$ cat src/rtl/prog_loader.sv
// Program loader: streams machine-code words into instruction memory from address 0, then
// runs the core via a req/done handshake. Optional run watchdog under `LOADER_TIMEOUT_EN`.
module prog_loader #(
  parameter int unsigned ADDR_W         = 12,
  parameter int unsigned INSTR_W        = 9,
  parameter int unsigned TIMEOUT_CYCLES = 4096
) (
  input  logic               clk_i,
  input  logic               reset_i,
  input  logic               start_i,
  input  logic               in_valid_i,
  input  logic [INSTR_W-1:0] in_data_i,
  input  logic               in_last_i,
  output logic               in_ready_o,
  output logic               imem_we_o,
  output logic [ADDR_W-1:0]  imem_addr_o,
  output logic [INSTR_W-1:0] imem_wdata_o,
  output logic               core_req_o,
  input  logic               core_done_i,
  output logic               busy_o,
  output logic [ADDR_W:0]    load_count_o,
  output logic               run_done_o,
  output logic               err_o
);

  typedef enum logic [2:0] {StIdle, StLoad, StFlush, StRun, StErr} state_e;

  localparam logic [ADDR_W:0] TopAddr = {1'b0, {ADDR_W{1'b1}}};

  state_e               state_q, state_d;
  logic                 we_q, we_d;
  logic [ADDR_W-1:0]    addr_q, addr_d;
  logic [INSTR_W-1:0]   wdata_q, wdata_d;
  logic [ADDR_W:0]      count_q, count_d;
  logic                 run_done_q, run_done_d;
  logic                 guard_q, guard_d;
  logic                 accept, at_top, done_ok, tmo_hit, can_start;

  assign accept    = (state_q == StLoad) && in_valid_i;
  assign at_top    = (count_q == TopAddr);
  assign can_start = ((state_q == StIdle) || (state_q == StErr)) && start_i;
  // guard_q is high in the first RUN cycle so a stale done from the previous run is masked
  assign done_ok   = core_done_i && !guard_q;

`ifdef LOADER_TIMEOUT_EN
  localparam int unsigned TmoW = $clog2(TIMEOUT_CYCLES + 1);
  logic [TmoW-1:0] tmo_q, tmo_d;

  always_comb begin
    tmo_d   = (state_q == StRun) ? tmo_q + 1'b1 : '0;
    tmo_hit = (state_q == StRun) && (tmo_d == TmoW'(TIMEOUT_CYCLES));
  end

  always_ff @(posedge clk_i) begin
    if (reset_i) tmo_q <= '0;
    else         tmo_q <= tmo_d;
  end
`else
  logic unused_timeout;
  assign unused_timeout = ^TIMEOUT_CYCLES;
  assign tmo_hit        = 1'b0;
`endif

  always_ff @(posedge clk_i) begin
    if (reset_i) begin
      state_q    <= StIdle;
      we_q       <= 1'b0;
      addr_q     <= '0;
      wdata_q    <= '0;
      count_q    <= '0;
      run_done_q <= 1'b0;
      guard_q    <= 1'b0;
    end else begin
      state_q    <= state_d;
      we_q       <= we_d;
      addr_q     <= addr_d;
      wdata_q    <= wdata_d;
      count_q    <= count_d;
      run_done_q <= run_done_d;
      guard_q    <= guard_d;
    end
  end

  always_comb begin
    state_d = state_q;
    unique case (state_q)
      StIdle, StErr: if (start_i) state_d = StLoad;
      StLoad: begin
        if (accept) begin
          if (in_last_i)   state_d = StFlush;
          else if (at_top) state_d = StErr;
        end
      end
      StFlush: state_d = StRun;
      StRun: begin
        if (done_ok)      state_d = StIdle;
        else if (tmo_hit) state_d = StErr;
      end
      default: state_d = StIdle;
    endcase
  end

  always_comb begin
    we_d       = accept;
    addr_d     = addr_q;
    wdata_d    = wdata_q;
    count_d    = count_q;
    run_done_d = (state_q == StRun) && done_ok;
    guard_d    = (state_q == StFlush);
    if (accept) begin
      addr_d  = count_q[ADDR_W-1:0];
      wdata_d = in_data_i;
      count_d = count_q + 1'b1;
    end
    if (can_start) count_d = '0;
  end

  always_comb begin
    in_ready_o   = (state_q == StLoad);
    core_req_o   = (state_q == StRun);
    busy_o       = (state_q == StLoad) || (state_q == StFlush) || (state_q == StRun);
    err_o        = (state_q == StErr);
    imem_we_o    = we_q;
    imem_addr_o  = addr_q;
    imem_wdata_o = wdata_q;
    load_count_o = count_q;
    run_done_o   = run_done_q;
  end

endmodule

$ cat config.mk
export PLATFORM = sky130hd
export DESIGN_NAME = prog_loader
export DESIGN_NICKNAME = d
export VERILOG_FILES = /design/src/rtl/prog_loader.sv
export SDC_FILE = /design/constraint.sdc
export NUM_CORES = 1
export LEC_CHECK = 0
export BUFFER_PORTS_ARGS = -buffer_cell sky130_fd_sc_hd__buf_2
export CAP_MARGIN = 10
export CORE_MARGIN = 2
export CORE_UTILIZATION = 25
export DETAILED_ROUTE_END_ITERATION = 12
export GPL_ROUTABILITY_DRIVEN = 0
export SETUP_SLACK_MARGIN = 0.2
export SYNTH_ARGS = -nofsm -noshare
export SYNTH_HDL_FRONTEND = slang
export SYNTH_SLANG_ARGS = --single-unit
export TNS_END_PERCENT = 50
$ cat constraint.sdc
create_clock -name clk_i -period 4.3 [get_ports clk_i]
set_clock_uncertainty 0.05 [all_clocks]
set_input_delay 0.86 -clock clk_i [delete_from_list [all_inputs] [get_ports clk_i]]
set_output_delay 0.86 -clock clk_i [all_outputs]
set_load 0.1 [all_outputs]
==> out/metrics.csv <==
metric,value,unit
antenna_found_initial,0,
place_inst,314,
crit_type,reg -> out,
overflow,0,
grt_max_degree,29,
timing.max_slew.rel_slack,0.6001,
hp-class,reg -> reg,
floorplan.die_area,7341,um^2
placed_cell_area,1963,um^2
cts.reportedPaths.clkPinSlew,80,ps
floorplan.initialDensity,0.2612,
critical_path_peak_fanout,10,
vias_per_cell,4.559,
totalNegativeSetupSlack,0,ps
root_buffer,clkbuf_8,
route.antenna.remaining_nets,0,
mappedNetlistArea,1668,um^2
dominantRegCellSynth,dfxtp_1,
timing.max_cap.violations,0,
setup_viol,0,
rsz0062_at_grt,false,
worst_setup_path_start_kind,register,
sequential_area_share_after_synthesis,0.4801,
cts_sinks,40,
cts_resized,0,
cp.required,3390,ps
initialDrtViolationCount,49,
nets,260,
cts_max_level,2,
grt_usage,0.1070,
critical_path.max_stage_delay,550,ps
finalWorstPathRequiredPeriod,2535,ps
fin_cells,322,
async_flop_share,0,
synth.lib_cells_used.distinct,36,
drive_gt1_frac,0.2735,
cts_hold_buffers,0,
antenna_diode_instance_count,0,
synth_enable_flop_cells,0,
coreArea,6386,um^2
die_w,85.68,um
total_count_of_max_transition_violations_in_the_final_report,0,
clock_latency,290,ps
path_cells,nor2b_1 -> and2_1 -> buf_2,
drt_first_pass_iters,4,
power_density,402.5,nW/um^2
detailroute.via_count,1468,
layout_common_cells,"buf_2 (54), nand2_1 (48), dfxtp_1 (40)",
boundaryPins,55,
cts_tree,done,
grt_pass1_vias,1287,
final_common_cell,buf_2,
crit_path_leading_delay_family,flip-flops,
max_slew.worst_pin.slew,599.8,ps
fillerInstances,675,
yosys_register_bits,40,
max_freq,394.5,MHz
die_height,85.68,um
post_synth_inst_count,196,
route.final.wire_length,3866,um
cts-root-to-sink-buffers,2,
yosys_warnings,0,
outcome,"finished, final reports clean",
leakage,0.8833,nW
slowest_cell_on_the_critical_path,dfxtp_1,
type_of_element_capturing_the_critical_path,output port,
cts-buffers-inserted,5,
grt_pass1_wl,6265,um
finalWorstSetupSlack,1765,ps
number_of_hold_violations_in_the_final_report,0,
detailed_place_hpwl,2643,um
detailedPlace.worstSlack,1808,ps
post-route-period-util,0.5895,
postSynthNetCount,212,
post_cts.repair.setup_buffers,0,
remaining_design_rule_violation_count,0,
timing.critical_path.buf_inv,1,
arrival,1620,ps
max-vdd-ir-drop,0.0001692,V
flow.area_growth_from_synthesis,24.98,%
final_design_area_no_fill,2085,um^2
avgSynthCellArea,8.509,um^2
placement_rows,29,
portBuffers,54,
avgRoutedWirePerCell,12.01,um
[cells by family after synthesis]
kind of cell               synth area share
and+or+nand+nor                      0.2986
adders and majority gates          0.007501
xor gates and xnor gates            0.04726
buffers and inverters               0.04501
AOI/OAI and AO/OA                    0.1215
DFF                                  0.4801
[worst reg2reg max path, delay by kind of cell (launching register included)]
family	cells	cell delay (ps)
flops	1	550
compound gates	1	140
simple gates	3	1270
[path summary, 6_finish.rpt]
path,start,end,slack [ps],cells past startpoint
setup / recovery,state_q[0],core_req_o,1770,3
hold / removal,guard_q,run_done_o,380,1
setup reg to reg,state_q[0],load_count_o[11],2220,4
hold reg to reg,guard_q,run_done_o,380,1
[through the flow]
step	hold slack (ps)	util	power, mW
after floorplan	352.7	-	0.5059
after global placement	383.3	0.3074	0.5241
after detailed placement	371.9	0.3074	0.5253
after CTS	388.3	0.3264	0.8548
after global routing	412.6	0.3264	0.8765
final	380.8	0.3264	0.8390
[final cells by class]
class                   count  area, um^2  share of cell area
inverters                   1       3.754            0.001801
clock buffers               6       82.58             0.03962
well taps                  77       96.34             0.04622
clock inverters             2       38.79             0.01861
multi-input cells         142       792.0              0.3800
repair buffers             54       270.3              0.1297
flip-flops and latches     40       800.8              0.3842
[synthesized netlist by cell type (2+ instances only)]
master,instances,area (um^2)
nand2_1,48,180.2
dfxtp_1,40,800.8
a21oi_1,27,135.1
nor2_1,14,52.55
clkbuf_1,7,26.28
nor3_1,5,25.02
xnor2_1,5,43.79
and2_1,4,25.02
nand3_1,4,20.02
xor2_1,4,35.03
buf_2,3,15.01
nand4_1,3,18.77
or3_1,3,18.77
a21o_1,2,15.01
buf_6,2,22.52
nand2b_1,2,12.51
nand3b_1,2,15.01
o21ai_0,2,10.01
o41ai_1,2,17.52
[power breakdown]
group	internal [mW]	switching [mW]
clock network	0.190	0.134
registers	0.378	0.00994
logic	0.0256	0.102
[sequential cells by signal, indices dropped and copies added, names as in the netlist]
register,flops
imem_addr_o,12
run_done_o,1
guard_q,1
imem_wdata_o,9
state_q,3
load_count_o,13
imem_we_o,1
[per-layer routing]
layer | global-route usage | vias up | wire length, um
met5 | 0 | - | 0
met4 | 0.03030 | 0 | 31
met3 | 0.03176 | 4 | 219
met2 | 0.1655 | 36 | 1698
met1 | 0.1450 | 669 | 1916
li1 | - | 759 | -
Note: power is estimated with default switching activity, not from simulation.
